[config.mk]
export PLATFORM = sky130hd
export DESIGN_NAME = alu_issue
export DESIGN_NICKNAME = d
export VERILOG_FILES = /design/src/rtl/alu_issue.sv
export SDC_FILE = /design/constraint.sdc
export NUM_CORES = 1
export LEC_CHECK = 0
export ABC_AREA = 1
export BUFFER_PORTS_ARGS = -buffer_cell sky130_fd_sc_hd__buf_2
export CAP_MARGIN = 10
export CORE_UTILIZATION = 45
export DETAILED_ROUTE_END_ITERATION = 10
export PLACE_DENSITY = 0.7
export SLEW_MARGIN = 10
export SYNTH_ARGS = -nofsm -noshare
export SYNTH_HDL_FRONTEND = slang
export SYNTH_SLANG_ARGS = --single-unit
[constraint.sdc]
create_clock -name clk -period 2.2 [get_ports clk]
set_input_delay 0.66 -clock clk [delete_from_list [all_inputs] [get_ports clk]]
set_output_delay 0.66 -clock clk [all_outputs]
set_load 0.02 [all_outputs]
[src/rtl/alu_issue.sv]
// RV32 execute-stage issue unit: decodes an instruction into ALU opcode/operands and
// presents it through a 2-entry skid buffer. Define RV32M_EN to decode the M-extension ops.

`ifndef ALUOPS_VH
`define ALUOPS_VH
`define ADD     5'd0
`define SUB     5'd1
`define SUBU    5'd2
`define AND     5'd3
`define OR      5'd4
`define XOR     5'd5
`define LSHIFT  5'd6
`define LRSHIFT 5'd7
`define ARSHIFT 5'd8
`define MUL     5'd9
`define DIV     5'd10
`define DIVU    5'd11
`define REM     5'd12
`define REMU    5'd13
`endif

module alu_issue #(
  parameter int XLEN = 32
) (
  input  logic            clk,
  input  logic            rst,
  input  logic            flush,
  input  logic            in_valid,
  output logic            in_ready,
  input  logic [31:0]     instr,
  input  logic [XLEN-1:0] pc,
  input  logic [XLEN-1:0] rs1_val,
  input  logic [XLEN-1:0] rs2_val,
  output logic            out_valid,
  input  logic            out_ready,
  output logic [4:0]      alu_op,
  output logic [XLEN-1:0] op_a,
  output logic [XLEN-1:0] op_b,
  output logic [4:0]      rd,
  output logic [2:0]      funct3,
  output logic            is_cmp,
  output logic            illegal_instr
);

  typedef enum logic [1:0] {
    ST_EMPTY = 2'd0,
    ST_ONE   = 2'd1,
    ST_TWO   = 2'd2
  } state_t;

  typedef struct packed {
    logic [4:0]      alu_op;
    logic [XLEN-1:0] op_a;
    logic [XLEN-1:0] op_b;
    logic [4:0]      rd;
    logic [2:0]      funct3;
    logic            is_cmp;
    logic            illegal;
  } beat_t;

  state_t r_state;
  state_t w_state_nxt;
  beat_t  r_out;
  beat_t  r_skid;
  beat_t  w_dec;
  logic   r_out_valid;
  logic   r_in_ready;
  logic   w_accept;
  logic   w_drain;
  logic   w_load_out_in;
  logic   w_load_out_skid;
  logic   w_load_skid;
  logic   w_ill;

  logic [6:0]      w_opcode;
  logic [2:0]      w_f3;
  logic [6:0]      w_f7;
  logic [XLEN-1:0] w_imm_i;
  logic [XLEN-1:0] w_imm_s;
  logic [XLEN-1:0] w_imm_u;
  logic [XLEN-1:0] w_shamt;

  assign w_opcode = instr[6:0];
  assign w_f3     = instr[14:12];
  assign w_f7     = instr[31:25];
  assign w_imm_i  = {{20{instr[31]}}, instr[31:20]};
  assign w_imm_s  = {{20{instr[31]}}, instr[31:25], instr[11:7]};
  assign w_imm_u  = {instr[31:12], 12'h000};
  assign w_shamt  = {27'd0, instr[24:20]};

  // Instruction decode into a candidate beat
  always_comb begin
    w_dec        = '0;
    w_dec.alu_op = `ADD;
    w_dec.rd     = instr[11:7];
    w_dec.funct3 = w_f3;
    w_ill        = 1'b0;
    if (instr[1:0] != 2'b11) begin
      w_ill = 1'b1;
    end else begin
      case (w_opcode)
        7'b0110011: begin
          w_dec.op_a = rs1_val;
          w_dec.op_b = rs2_val;
          case (w_f7)
            7'b0000000: begin
              case (w_f3)
                3'b000:  w_dec.alu_op = `ADD;
                3'b001:  w_dec.alu_op = `LSHIFT;
                3'b010:  begin w_dec.alu_op = `SUB;  w_dec.is_cmp = 1'b1; end
                3'b011:  begin w_dec.alu_op = `SUBU; w_dec.is_cmp = 1'b1; end
                3'b100:  w_dec.alu_op = `XOR;
                3'b101:  w_dec.alu_op = `LRSHIFT;
                3'b110:  w_dec.alu_op = `OR;
                3'b111:  w_dec.alu_op = `AND;
                default: w_ill = 1'b1;
              endcase
            end
            7'b0100000: begin
              case (w_f3)
                3'b000:  w_dec.alu_op = `SUB;
                3'b101:  w_dec.alu_op = `ARSHIFT;
                default: w_ill = 1'b1;
              endcase
            end
`ifdef RV32M_EN
            7'b0000001: begin
              case (w_f3)
                3'b000:  w_dec.alu_op = `MUL;
                3'b100:  w_dec.alu_op = `DIV;
                3'b101:  w_dec.alu_op = `DIVU;
                3'b110:  w_dec.alu_op = `REM;
                3'b111:  w_dec.alu_op = `REMU;
                default: w_ill = 1'b1;
              endcase
            end
`endif
            default: w_ill = 1'b1;
          endcase
        end
        7'b0010011: begin
          w_dec.op_a = rs1_val;
          w_dec.op_b = w_imm_i;
          case (w_f3)
            3'b000: w_dec.alu_op = `ADD;
            3'b001: begin
              w_dec.alu_op = `LSHIFT;
              w_dec.op_b   = w_shamt;
              if (w_f7 != 7'b0000000) begin
                w_ill = 1'b1;
              end else begin
                w_ill = 1'b0;
              end
            end
            3'b010: begin w_dec.alu_op = `SUB;  w_dec.is_cmp = 1'b1; end
            3'b011: begin w_dec.alu_op = `SUBU; w_dec.is_cmp = 1'b1; end
            3'b100: w_dec.alu_op = `XOR;
            3'b101: begin
              w_dec.op_b = w_shamt;
              if (w_f7 == 7'b0000000) begin
                w_dec.alu_op = `LRSHIFT;
              end else if (w_f7 == 7'b0100000) begin
                w_dec.alu_op = `ARSHIFT;
              end else begin
                w_ill = 1'b1;
              end
            end
            3'b110:  w_dec.alu_op = `OR;
            3'b111:  w_dec.alu_op = `AND;
            default: w_ill = 1'b1;
          endcase
        end
        7'b0110111: w_dec.op_b = w_imm_u;
        7'b0010111: begin w_dec.op_a = pc; w_dec.op_b = w_imm_u; end
        7'b0000011: begin w_dec.op_a = rs1_val; w_dec.op_b = w_imm_i; end
        7'b0100011: begin
          w_dec.op_a = rs1_val;
          w_dec.op_b = w_imm_s;
          w_dec.rd   = 5'd0;
        end
        7'b1100011: begin
          w_dec.op_a   = rs1_val;
          w_dec.op_b   = rs2_val;
          w_dec.rd     = 5'd0;
          w_dec.is_cmp = 1'b1;
          if (w_f3 == 3'b110 || w_f3 == 3'b111) begin
            w_dec.alu_op = `SUBU;
          end else begin
            w_dec.alu_op = `SUB;
          end
        end
        7'b1101111, 7'b1100111: begin
          w_dec.op_a = pc;
          w_dec.op_b = 32'd4;
        end
        default: w_ill = 1'b1;
      endcase
    end
    // Illegal beats still flow in order but carry a neutral payload
    if (w_ill) begin
      w_dec.alu_op  = `ADD;
      w_dec.op_a    = '0;
      w_dec.op_b    = '0;
      w_dec.rd      = 5'd0;
      w_dec.is_cmp  = 1'b0;
      w_dec.illegal = 1'b1;
    end else begin
      w_dec.illegal = 1'b0;
    end
  end

  assign w_accept = in_valid && r_in_ready;
  assign w_drain  = r_out_valid && out_ready;

  // Skid-buffer next state and slot load controls
  always_comb begin
    w_state_nxt     = r_state;
    w_load_out_in   = 1'b0;
    w_load_out_skid = 1'b0;
    w_load_skid     = 1'b0;
    if (flush) begin
      w_state_nxt = ST_EMPTY;
    end else begin
      case (r_state)
        ST_EMPTY: begin
          if (w_accept) begin
            w_state_nxt   = ST_ONE;
            w_load_out_in = 1'b1;
          end else begin
            w_state_nxt = ST_EMPTY;
          end
        end
        ST_ONE: begin
          if (w_accept && w_drain) begin
            w_load_out_in = 1'b1;
          end else if (w_accept) begin
            w_state_nxt = ST_TWO;
            w_load_skid = 1'b1;
          end else if (w_drain) begin
            w_state_nxt = ST_EMPTY;
          end else begin
            w_state_nxt = ST_ONE;
          end
        end
        ST_TWO: begin
          if (w_drain) begin
            w_state_nxt     = ST_ONE;
            w_load_out_skid = 1'b1;
          end else begin
            w_state_nxt = ST_TWO;
          end
        end
        default: w_state_nxt = ST_EMPTY;
      endcase
    end
  end

  // State, handshake flags and beat slots
  always_ff @(posedge clk) begin
    if (rst) begin
      r_state     <= ST_EMPTY;
      r_out_valid <= 1'b0;
      r_in_ready  <= 1'b1;
      r_out       <= '0;
      r_skid      <= '0;
    end else begin
      r_state     <= w_state_nxt;
      r_out_valid <= (w_state_nxt != ST_EMPTY);
      r_in_ready  <= (w_state_nxt != ST_TWO);
      if (w_load_out_in) begin
        r_out <= w_dec;
      end else if (w_load_out_skid) begin
        r_out <= r_skid;
      end else begin
        r_out <= r_out;
      end
      if (w_load_skid) begin
        r_skid <= w_dec;
      end else begin
        r_skid <= r_skid;
      end
    end
  end

  assign in_ready      = r_in_ready;
  assign out_valid     = r_out_valid;
  assign alu_op        = r_out.alu_op;
  assign op_a          = r_out.op_a;
  assign op_b          = r_out.op_b;
  assign rd            = r_out.rd;
  assign funct3        = r_out.funct3;
  assign is_cmp        = r_out.is_cmp;
  assign illegal_instr = r_out.illegal;

endmodule

Yosys cells after proc, flatten, opt, wreduce, memory -nomap -nowiden. Index checks and enable logic that the tools add are counted.

$add $sub $neg: 0. Multiply operators: 0. Div/mod/pow operators: 0. Magnitude comparators: 0. Equality and inequality tests: 21. Shift-type cells: 0. Muxes and demuxes: 47. Bitwise logic cells: 0. Reduce and logical (&&, ||, !) cells: 20.

Operators by type and width (number): $pmux W32 S6 (1); $mux W79 (2); $mux W74 (2); $pmux W5 S8 (2); $pmux W32 S2 (1); $mux W32 (1); $eq A7 B6 Y1 const B (4); $eq A7 B7 Y1 const B (3); $mux W1 (21); $pmux W5 S3 (1); $eq A7 B5 Y1 const B (2); $reduce_or A2 Y1 (7); $eq A3 B3 Y1 const B (4); $mux W2 (5); $pmux W5 S2 (1); $mux W4 (2); $pmux W4 S2 (1); $eq A7 B2 Y1 const B (1); $logic_not A7 Y1 (1); $reduce_bool A7 Y1 (1); $reduce_or A7 Y1 (1); $eq A3 B2 Y1 const B (2); $pmux W1 S2 (3); $pmux W1 S3 (2); 13 further kinds (17).

Register bits after elaboration: 162. Latch bits: 0. Bits in writable memories: 0. Memory bits (read-only): 0. Input bits: 133. Logic and storage cells: 105. Memories: 0.

Depth between registers and ports, before layout.
Depth in word-level cells: 8. Mapped depth: 14. Mapped depth without buffers: 12.

Worst setup path after synthesis. Ideal clock, no wire load.

Path type: input -> register. Start: input port in_valid. End: register r_out, in the netlist alu_op[0]. Setup time: 0.128 ns. Arrival time: 1.871 ns. Data required time: 2.072 ns. Slack: 0.201 ns. Stages on the path: 10. Path through: nand2_1 nor3_1 nand2_1 nand2_1 inv_2 buf_2 buf_2 a22o_1 a21oi_1 nor2_1.

Longest elaborated chain between the ends: 6. Elaborated cells on any way between the ends: 8. Classes of those cells: mux: 5; reduce/logical: 3.

Ends and longest elaborated chain: start, declared (RTL line 28) `input logic in_valid,`; $logic_and A1 B1 Y1 * (RTL line 212) `assign w_accept = in_valid && r_in_ready;`; $logic_and A1 B1 Y1 (RTL line 234) `if (w_accept && w_drain) begin`; $mux W1 (RTL line 234); $pmux W1 S2 * (RTL line 224) `case (r_state)`; $mux W1 * (RTL line 221) `if (flush) begin`; $mux W79 / $reduce_bool A2 Y1 (equally long branches); end signal, assigned (RTL line 271) `r_out <= w_dec;`; end signal, assigned (RTL line 273) `r_out <= r_skid;`; end signal, assigned (RTL line 275) `r_out <= r_out;`; end, declared (RTL line 63) `beat_t r_out;`.

Mark *: on every way between the ends. The rest lies on a longest branch, timed or not. A chain may end at the register's enable or synchronous reset.

Final worst setup path.
Start: input port instr[26]. End: register r_skid[22] (netlist name).

Longest elaborated chain between the ends: 7. Elaborated cells on any way between the ends: 11. Classes of those cells: eq/ne: 1; mux: 8; reduce/logical: 2.

Ends and longest elaborated chain: start, declared (RTL line 30) `input logic [31:0] instr,`; $eq A7 B6 Y1 (RTL line 105, 162); $mux W1 (RTL line 162) `end else if (w_f7 == 7'b0100000) begin`; $mux W1 (RTL line 160) `if (w_f7 == 7'b0000000) begin`; $pmux W1 S2 (RTL line 144) `case (w_f3)`; $pmux W1 S3 * (RTL line 101) `case (w_opcode)`; $mux W1 * (RTL line 98) `if (instr[1:0] != 2'b11) begin`; $mux W74 * (RTL line 200) `if (w_ill) begin`; end signal, assigned (RTL line 278) `r_skid <= w_dec;`; end signal, assigned (RTL line 280) `r_skid <= r_skid;`; end, declared (RTL line 64) `beat_t r_skid;`.

Marks and branches as above.

==> flow_metrics.py <==
metrics = {
    "sta": {
        "rsz0062_at_grt": "no",
        "period_share_pct": 83.1,
        "hold_viol": 0,
        "period_minus_slack_ns": 1.83,
        "finalMaxSlewViolations": 0,
        "clock.fmax_ghz": 0.547,
        "skew_ns": 0.00693,
        "finalSetupViolCount": 0,
    },
    "placed_design": {
        "gp_congestion": 0.896,
        "place_inst": 1552,
        "dp_hpwl_um": 16700,
        "numPortBuffers": 212,
    },
    "worst_setup_path": {
        "crit_required_ns": 2.55,
        "end_kind": "register",
        "reg2reg_slack_ns": 0.49,
        "r2r-end": "alu_op[3]",
        "cp_max_fo": 26,
        "path_class": "in -> reg",
        "worst_setup_path_start_kind": "input pin",
        "regToRegStartpoint": "in_ready",
        "cp.arrival_ns": 2.18,
        "reg2regPathDepth": 10,
    },
    "logic_synthesis": {
        "ys_warn_count": 0,
        "syn_nets": 1287,
        "synth_cell_type_count": 28,
        "syn_inst": 1154,
        "synth-seq-cells": 160,
        "synth_ff_type": "dfxtp_1",
        "synth_edf_count": 0,
        "syn_avg_cell_area_um2": 6.90,
        "synth_area_um2": 7970,
        "ys_seq_area_share_pct": 40.2,
        "async_flop_share_pct": 0,
    },
    "cells_and_area": {
        "antennaDiodeCount": 0,
        "layout-drive-gt1-share_pct": 23.4,
        "syn_to_final_growth_pct": 28.5,
        "nFillCells": 1638,
        "postLayoutCoreUtil_pct": 59.2,
        "fin_nets": 1479,
        "layout.cells.non_filler": 1584,
        "final_cell_mix": "nand2_1 (269), buf_2 (211), a21oi_1 (177)",
        "layout_commonest_cell": "nand2_1",
    },
    "drt": {
        "wire_per_inst_um": 16.2,
        "drt-vias-per-instance": 5.43,
        "drc": 0,
        "ant_nets": 0,
        "drt_iter0_drc": 667,
        "drt-pass1-iter-count": 6,
        "via_count": 8607,
        "drt-total-wl_um": 25600,
    },
    "die": {
        "start_util_pct": 46.1,
        "die_area_um2": 18200,
        "placementRows": 48,
        "die_x_um": 135,
        "io_pins": 214,
        "core_region_area_um2": 17300,
        "die_h_um": 135,
    },
    "clock_tree": {
        "tritoncts": "yes",
        "hold_buffers": 0,
        "cts_sinks": 160,
        "clock_latency_ns": 0.43,
        "h-tree-depth": 4,
        "post_cts_resized": 0,
        "cts_buffers": 17,
        "clockRootBuffer": "clkbuf_16",
        "clockBufferDepth": 2,
        "post_cts_buffers": 0,
        "path_clk_slew_ns": 0.07,
    },
    "worst_hold_path": {
        "min_to": "r_skid[77]",
        "whs_path_depth": 2,
        "min_path_type": "reg -> reg",
        "holdCritStartpoint": "r_skid[77]",
    },
    "status": {
        "outcome": "complete, no violations",
    },
    "power": {
        "p_per_area_nw_per_um2": 649,
        "irDropWorstVdd_uv": 613,
        "p_leak_nw": 4.65,
        "total_power_mw": 6.64,
    },
    "global_routing": {
        "grt.overflow.total": 0,
        "grt_usage_pct": 28.7,
        "grt_pass1_vias": 8031,
        "antenna_found_initial": 0,
        "grt_pass1_wl_um": 41000,
        "grt_max_degree": 84,
    },
    "flow_run": {
        "maxCapViolCount": 0,
    },
}
==> worst max-delay path: stages <==
cell     delay [ns]
buf_2          0.13
nor2_1         0.10
nand2_1        0.11
nor2_1         0.23
nand2_1        0.09
nand2_1        0.08
nand2_2        0.08
nand2_4        0.08
nand2_2        0.07
inv_2          0.12
buf_12         0.19
nand2_1        0.08
a21oi_1        0.15
==> per-stage QoR <==
stage | worst slack, ns | instance area (um^2) | setup TNS (ns) | hold slack (ns)
finish | 0.372 | 10200 | 0 | 0.470
global route | 0.222 | 10200 | 0 | 0.503
floorplan | 0.201 | 7970 | 0 | 0.445
detailed placement | -0.0138 | 9630 | -0.0234 | 0.459
CTS | 0.418 | 10200 | 0 | 0.470
global placement | 0.0584 | 9630 | 0 | 0.452
==> registers in the layout, indices dropped and copies added (netlist names) <==
register       cells
op_a              32
rd                 5
out_valid          1
r_state            2
in_ready           1
op_b              32
funct3             3
r_skid            78
illegal_instr      1
is_cmp             1
alu_op             4
==> per-layer routing <==
| metal | part of all wire [%] | routed length [um] | track usage (%) | up-vias |
|---|---|---|---|---|
| li1 | - | - | - | 4267 |
| met1 | 44 | 11300 | 37.4 | 3890 |
| met2 | 46 | 11800 | 47.5 | 418 |
| met3 | 7.9 | 2030 | 5.03 | 32 |
| met4 | 1.9 | 490 | 10.0 | 0 |
| met5 | 0 | 0 | 0 | - |
==> synth_stat cells, types with 3 or more instances <==
master,instances,area (um^2)
o21ai_0,82,410
nor2_1,47,176
buf_1,9,33.8
nand2_1,269,1010
nand4_1,72,450
buf_2,30,150
clkbuf_1,51,191
inv_1,123,462
a22o_1,72,631
nand3_1,33,165
a21oi_1,179,896
buf_4,3,22.5
inv_2,5,18.8
dfxtp_1,160,3200
==> area by class of cell <==
cell class / count / area, um^2 / share of cell area (%)
clock inverters: 14 / 180 / 1.76
well taps: 225 / 282 / 2.75
multi-input cells: 771 / 3900 / 38.1
clock buffers: 18 / 429 / 4.19
flip-flops and latches: 160 / 3200 / 31.3
inverters: 128 / 480 / 4.69
repair buffers: 268 / 1760 / 17.2
==> how the worst max path moves through the flow <==
stage,from,endpoint,slack (ns),cells after the start
2_1_floorplan,in_valid,alu_op[0],0.20,10
3_3_place_gp,instr[26],rd[3],0.06,11
3_5_place_dp,instr[26],r_skid[68],-0.01,13
4_1_cts,instr[29],r_skid[22],0.42,13
5_1_grt,instr[26],op_b[31],0.22,11
6_report,instr[26],r_skid[22],0.37,13
==> cell families (layout without fill, tap and decap cells) <==
| logic type | count (synthesis) | in the layout | synth area share, % |
|---|---|---|---|
| flops | 160 | 160 | 40.2 |
| compound gates | 341 | 341 | 25.1 |
| buf+inv | 223 | 428 | 11.3 |
| other cells | 1 | 1 | 0.0471 |
| simple gates | 428 | 428 | 23.3 |
| xor+xnor | 1 | 1 | 0.110 |
==> report_power, final <==
| group | internal [mW] | leakage, nW | switching, mW |
|---|---|---|---|
| sequential | 2.94 | 1.29 | 0.0213 |
| combinational | 0.226 | 3.07 | 0.369 |
| clock | 1.80 | 0.292 | 1.28 |
| total | 4.97 | 4.65 | 1.67 |
(Power assumes the default switching activity.)
